$ cat src/rtl/fix_checksum_tx.sv
// Transmit-side FIX trailer generator: passes body bytes through untouched while
// summing them mod 256, then appends "10=DDD<SOH>" built from the frozen sum.
module fix_checksum_tx #(
  parameter logic [7:0] SOH_CHAR = 8'h01,
  parameter logic [7:0] INIT_SUM = 8'h00
) (
  input  logic       clk,
  input  logic       rst,
  input  logic [7:0] data_i,
  input  logic       valid_i,
  input  logic       start_i,
  input  logic       end_i,
  output logic       ready_o,
  output logic [7:0] data_o,
  output logic       valid_o,
  input  logic       ready_i,
  output logic       eof_o,
  output logic [7:0] checksum_o,
  output logic       done_o,
  output logic       err_o
);

  typedef enum logic [3:0] {
    IDLE,
    BODY,
    T_1,
    T_0,
    T_EQ,
    D_H,
    D_T,
    D_U,
    T_SOH
  } state_t;

  state_t     state;
  logic [7:0] sum;
  logic [7:0] dig_h;
  logic [7:0] dig_t;
  logic [7:0] dig_u;
  logic [7:0] trailer_byte;

  // Sum is frozen for the whole trailer, so the decimal split is purely combinational.
  assign dig_h = 8'h30 + (sum / 8'd100);
  assign dig_t = 8'h30 + ((sum / 8'd10) % 8'd10);
  assign dig_u = 8'h30 + (sum % 8'd10);

  always_comb begin
    // NOTE: every combinational output gets a default first so no path can infer a latch.
    trailer_byte = SOH_CHAR;
    case (state)
      T_1:     trailer_byte = 8'h31;
      T_0:     trailer_byte = 8'h30;
      T_EQ:    trailer_byte = 8'h3D;
      D_H:     trailer_byte = dig_h;
      D_T:     trailer_byte = dig_t;
      D_U:     trailer_byte = dig_u;
      default: trailer_byte = SOH_CHAR;
    endcase
  end

  always_comb begin
    ready_o = 1'b0;
    valid_o = 1'b0;
    data_o  = 8'h00;
    eof_o   = 1'b0;
    done_o  = 1'b0;
    err_o   = 1'b0;
    case (state)
      IDLE: begin
        data_o = data_i;
        if (valid_i && !start_i) begin
          // Stray byte outside a frame: swallow it and flag the error.
          ready_o = 1'b1;
          err_o   = 1'b1;
        end else begin
          ready_o = ready_i;
          valid_o = valid_i;
        end
      end
      BODY: begin
        ready_o = ready_i;
        valid_o = valid_i;
        data_o  = data_i;
        err_o   = valid_i && start_i && ready_i;
      end
      default: begin
        valid_o = 1'b1;
        data_o  = trailer_byte;
        eof_o   = (state == T_SOH);
        done_o  = (state == T_SOH) && ready_i;
      end
    endcase
  end

  // NOTE: sequential state uses non-blocking assignments so all registers update together.
  always_ff @(posedge clk or negedge rst) begin
    if (!rst) begin
      state      <= IDLE;
      sum        <= INIT_SUM;
      checksum_o <= 8'h00;
    end else begin
      case (state)
        IDLE: begin
          if (valid_i && start_i && ready_i) begin
            sum   <= INIT_SUM + data_i;
            state <= end_i ? T_1 : BODY;
          end
        end
        BODY: begin
          if (valid_i && ready_i) begin
            // A start inside a body reseeds the sum; the aborted frame gets no trailer.
            if (start_i) begin
              sum <= INIT_SUM + data_i;
            end else begin
              sum <= sum + data_i;
            end
            if (end_i) begin
              state <= T_1;
            end
          end
        end
        T_1:  if (ready_i) state <= T_0;
        T_0:  if (ready_i) state <= T_EQ;
        T_EQ: if (ready_i) state <= D_H;
        D_H:  if (ready_i) state <= D_T;
        D_T:  if (ready_i) state <= D_U;
        D_U:  if (ready_i) state <= T_SOH;
        T_SOH: begin
          if (ready_i) begin
            checksum_o <= sum;
            state      <= IDLE;
          end
        end
        default: state <= IDLE;
      endcase
    end
  end

endmodule

$ cat config.mk
export PLATFORM = sky130hd
export DESIGN_NAME = fix_checksum_tx
export DESIGN_NICKNAME = d
export VERILOG_FILES = /design/src/rtl/fix_checksum_tx.sv
export SDC_FILE = /design/constraint.sdc
export NUM_CORES = 1
export LEC_CHECK = 0
export CAP_MARGIN = 20
export CORE_ASPECT_RATIO = 1.5
export CORE_MARGIN = 3
export CORE_UTILIZATION = 56
export DETAILED_ROUTE_END_ITERATION = 8
export GPL_TIMING_DRIVEN = 0
export MAX_ROUTING_LAYER = met4
export PLACE_DENSITY_LB_ADDON = 0.15
export SYNTH_ARGS = -nofsm -noshare
export SYNTH_HDL_FRONTEND = slang
export SYNTH_SLANG_ARGS = --single-unit
$ cat constraint.sdc
create_clock -name clk -period 4.09 [get_ports clk]
set_input_delay 0.6135 -clock clk [delete_from_list [all_inputs] [get_ports clk]]
set_output_delay 0.6135 -clock clk [all_outputs]
set_load 0.01 [all_outputs]
* Yosys cells after proc, flatten, opt, wreduce, memory -nomap -nowiden
Index checks and enable logic that the tools add are counted.
** Word-level totals
- Bits in registers :: 20
- Input bits :: 14
- Word-level logic and storage cells :: 67
- Output and inout port bits :: 21
** Cells by class
- Add/sub/neg operators :: 4
- Div/mod/pow operators :: 4
- Reductions and logical operators :: 12
- Muxes and demuxes :: 26
- Equality and inequality tests :: 18
** Operators with widths (count)
- $pmux W8 S6 :: 1
- $mux W4 :: 10
- $pmux W4 S9 :: 1
- $mux W8 :: 4
- $add A6 B8 Y8 const A :: 3
- $ne A2 B2 Y1 const B :: 10
- $eq A4 B3 Y1 const B :: 4
- $mod A8 B4 Y8 const B :: 2
- $pmux W8 S2 :: 1
- $reduce_and A10 Y1 :: 1
- $add A8 B8 Y8 :: 1
- $div A8 B4 Y8 const B :: 1
- $div A8 B7 Y8 const B :: 1
- $eq A4 B2 Y1 const B :: 2
- $pmux W1 S2 :: 3
- $logic_and A1 B1 Y1 :: 5
- $mux W1 :: 5
- $eq A4 B1 Y1 const B :: 1
- $eq A4 B4 Y1 const B :: 1
- $logic_not A4 Y1 :: 1
- $reduce_and A3 Y1 :: 1
- $mux W2 :: 1
- $reduce_and A2 Y1 :: 1
- $reduce_bool A2 Y1 :: 1
- other kinds (2) :: 2

* Longest topological paths before layout
- Word-level depth :: 5
- Depth in mapped cells :: 18
- Mapped depth without buffers :: 15

* Least setup slack after synthesis
Ideal clock, no wire load.
- Path kind :: reg-to-output
- Start :: reg sum[4]
- End :: out data_o[5]
- Setup slack :: 0.099 ns
- Stages on the path, launching flop included :: 17
- Required time :: 3.477 ns
- Arrival time :: 3.378 ns
- Buffers on the path :: 2
- Cell sequence :: dfrtp_1 -> buf_2 -> buf_2 -> nor4bb_1 -> a211oi_1 -> a31oi_4 -> inv_1 -> ha_1 -> nand2_1 -> and4b_1 -> a41oi_1 -> xnor2_1 -> inv_1 -> ha_1 -> o211ai_4 -> xor2_1 -> a211oi_1
** Between the ends
- Longest elaborated chain between the ends :: 5
- Elaborated cells between the ends (all ways) :: 9
- Those cells by class :: add/sub: 3; div: 4; mux: 2
** RTL lines
- from (decl) :: RTL line 36 : logic [7:0] sum;
- from (signal assigned) :: RTL line 105 : sum <= INIT_SUM + data_i;
- from (signal assigned) :: RTL line 113 : sum <= INIT_SUM + data_i;
- from (signal assigned) :: RTL line 115 : sum <= sum + data_i;
- $div A8 B4 Y8 :: RTL line 44 : assign dig_t = 8'h30 + ((sum / 8'd10) % 8'd10);
- $mod A8 B4 Y8 :: RTL line 44
- $add A6 B8 Y8 :: RTL line 44
- $pmux W8 S6 * :: RTL line 50 : case (state)
- $mux W8 * :: RTL line 68 : case (state)
- to (decl) :: RTL line 14 : output logic [7:0] data_o,
Every way passes the cells marked *; elsewhere a longest branch is shown, timed or not.

* Final worst setup path
Same ends and word-level chain as after synthesis.

==> impl_results.md <==
* Status: finished, violations left
* Failing checks: negative setup slack
* WHS at approximately 0.48 ns
* Final Skew at 0.00550 ns
* Most frequent cells in the layout: nand2_1 (42), clkdlybuf4s50_1 (26), buf_4 (25), nor2_1 (23), a21oi_1 (23)
* Final setup viols at 1
* Fmax at 243 MHz
* Slack of the critical path at -0.0171 ns
* Max-Cap Viols at 0
* Root buffer cell: clkbuf_8
* Ant. Diodes at 0
* WS Path Type: reg -> out
* Die Y at a little under 90 um
* Die extent in x at approximately 61 um
* IO buf count at 33
* Area Overhead vs Synth at 32.2%
* Most common cell after layout, fill and taps aside: nand2_1
* Core Area at 0.00428 mm^2
* Area of the multi-input gates at 0.00198 mm^2
* Synth area leaders: dfrtp_1 (20%), nand2_1 (6.5%), ha_1 (5.5%)
* Pins Over Slew Limit at 0
* Nets at 407
* Worst skew pair latency at between 0.2 and 0.3 ns
* Unrepaired setup endpoints after global routing: true
* Worst Reg-to-Reg Cells at 12
* Layout cells sized above 1 at 0.247
* Final Cycle Share at 1.00
* Mapped Avg Cell Area at 7.79 um^2
* Total track usage at 0.302
* Cell taking the most area after synthesis: dfrtp_1
* DR iter-0 viols at 291
* Initial antenna violation count at 0
* Mapped Area at about 0.0025 mm^2
* Post-route ant nets at 0
* Router iterations before antenna repair at 6
* CTS max path bufs at 2
* Final Hold Vio Count at 0
* Routed vias/inst at roughly 6.4
* Crit path arrival time at roughly 3.5 ns
* Seq cells post-synth at 20
* Net Count, Synth at between 300 and 400
* Sequential share of the synthesized area at 0.200
* CTS Sinks at 20
* Starting Density at 0.584
* FFs w/ async S/R, synth at 1.00
* Unique masters post-synth at between 70 and 80
* Remaining Overflow, GRT at 0
* Cells after Synth at about 320
* Num CTS Buffers at 3
* Worst rel slew slack at 0.380
* First-pass GRT wire length at around 12 mm
* CTS Hold Bufs at 0
* GP Congestion at approximately 0.95
* Synth warnings at 0
* Pin count of the biggest net entering global routing at 21
* Routed WL at 7.83 mm
* # H-tree levels at 1
* Number of global-route vias before repair at around 2600
* Fillers at 324
* CP Launch Type: register
* Critical Path RT at about 3.5 ns
* Tightest Pin Transition at around 0.93 ns
* Drt drc at 0
* Total area of sequential cells at just over 500 um^2
* Number of flops mapped to enable cells by yosys at 0
* WHS Path Cells at 2
* Die area at around 0.0053 mm^2
* Via Count at between 2000 and 3000
* DP HPWL at 5.43 mm
* Wire per inst at 18.4 um
* CTS tree: built
* CTS clk-pin slew, worst paths at 0.08 ns
* Setup crit end kind: output pin
* CP max FO at 8
* Yosys top cell area share at 0.200
* Min-delay worst type: reg -> reg
* Synth Flop Type: dfrtp_1
* Io pins at 35
* Row count at 29
* Final min period at 4.11 ns
==> layer usage <==
metal,vias up,global-route usage,wire length (um)
met5,-,-,0
met4,0,0.126,344
met3,33,0.0236,394
met2,119,0.527,4060
met1,1295,0.345,3030
li1,1290,-,-
==> stage by stage <==
stage | setup WS (ns) | TNS [ns] | instance area [um^2] | std cells | utilization
2_1_floorplan | 0.0989 | 0 | 2500 | 321 | -
3_3_place_gp | -0.750 | -3.82 | 2890 | 400 | 0.675
3_5_place_dp | -0.871 | -4.36 | 2890 | 400 | 0.675
4_1_cts | 0.0163 | 0 | 3170 | 415 | 0.740
5_1_grt | -0.172 | -0.461 | 3310 | 426 | 0.772
6_report | -0.0171 | -0.0171 | 3310 | 426 | 0.772
==> state kept, by name (all words and copies together), names as in the netlist <==
| signal | count |
|---|---|
| checksum_o | 8 |
| state | 4 |
| sum | 8 |
==> synthesized netlist by cell type (4+ instances only) <==
master / number
dfrtp_1: 20
xor2_1: 4
buf_2: 6
nand2_1: 43
nor2_1: 23
nor3_1: 6
nor4bb_1: 4
o21ai_0: 16
a21o_1: 6
xnor2_1: 11
and3_1: 4
a21oi_1: 24
nor2b_1: 7
nand2b_1: 6
inv_1: 12
mux2i_1: 5
a211oi_1: 5
ha_1: 11
o21ai_1: 4
buf_6: 4
nand3_1: 8
clkbuf_1: 12
a31oi_1: 6
==> layout make-up <==
type | count | share of cell area
multi-input cells | 263 | 0.600
repair buffers | 59 | 0.159
flip-flops and latches | 20 | 0.153
plain buffers | 19 | 0.0367
inverters | 15 | 0.0178
well taps | 46 | 0.0174
clock buffers | 4 | 0.0167
==> final timing paths <==
kind / startpoint / slack (ns) / to
worst min register to register: checksum_o[0]$_DFFE_PN0P_ / 0.48 / checksum_o[0]$_DFFE_PN0P_
max in group asynchronous: rst / 2.60 / sum[7]$_DFFE_PN0P_
min in group asynchronous: rst / 0.87 / checksum_o[6]$_DFFE_PN0P_
worst max register to register: sum[1]$_DFFE_PN0P_ / 1.60 / sum[6]$_DFFE_PN0P_
worst max-delay path: sum[4]$_DFFE_PN0P_ / -0.02 / data_o[5]
worst min-delay path: checksum_o[0]$_DFFE_PN0P_ / 0.48 / checksum_o[0]$_DFFE_PN0P_
==> worst max-delay path: stages, from the launching register on <==
cell,delay [ns]
dfrtp_1,0.40
buf_6,0.14
buf_8,0.13
nor4bb_4,0.27
a211oi_2,0.09
a31oi_4,0.17
inv_2,0.09
ha_4,0.17
nand2_2,0.06
and4b_2,0.27
a41o_1,0.24
a311oi_4,0.23
buf_6,0.17
nand2b_4,0.13
o31a_2,0.14
xor2_1,0.07
a211oi_2,0.27
buf_2,0.18
==> cell families after synthesis <==
kind of cell | Yosys count | share of synthesized area
xor+xnor | 15 | 0.0525
simple gates | 123 | 0.261
fa+ha+maj | 14 | 0.0720
flops | 20 | 0.200
mux | 8 | 0.0335
buf+inv | 38 | 0.0735
compound gates | 103 | 0.307
==> timing repair <==
action / in CTS / in global routing
setup buffers: 13 / 12
gates resized for setup: 52 / 21
gates cloned: 0 / 1
pin swaps: 8 / 13
endpoints found under the setup margin: 7 / 7
Power is not shown: default switching activity piles up to over one toggle a cycle in this logic, so the estimate is an artifact.
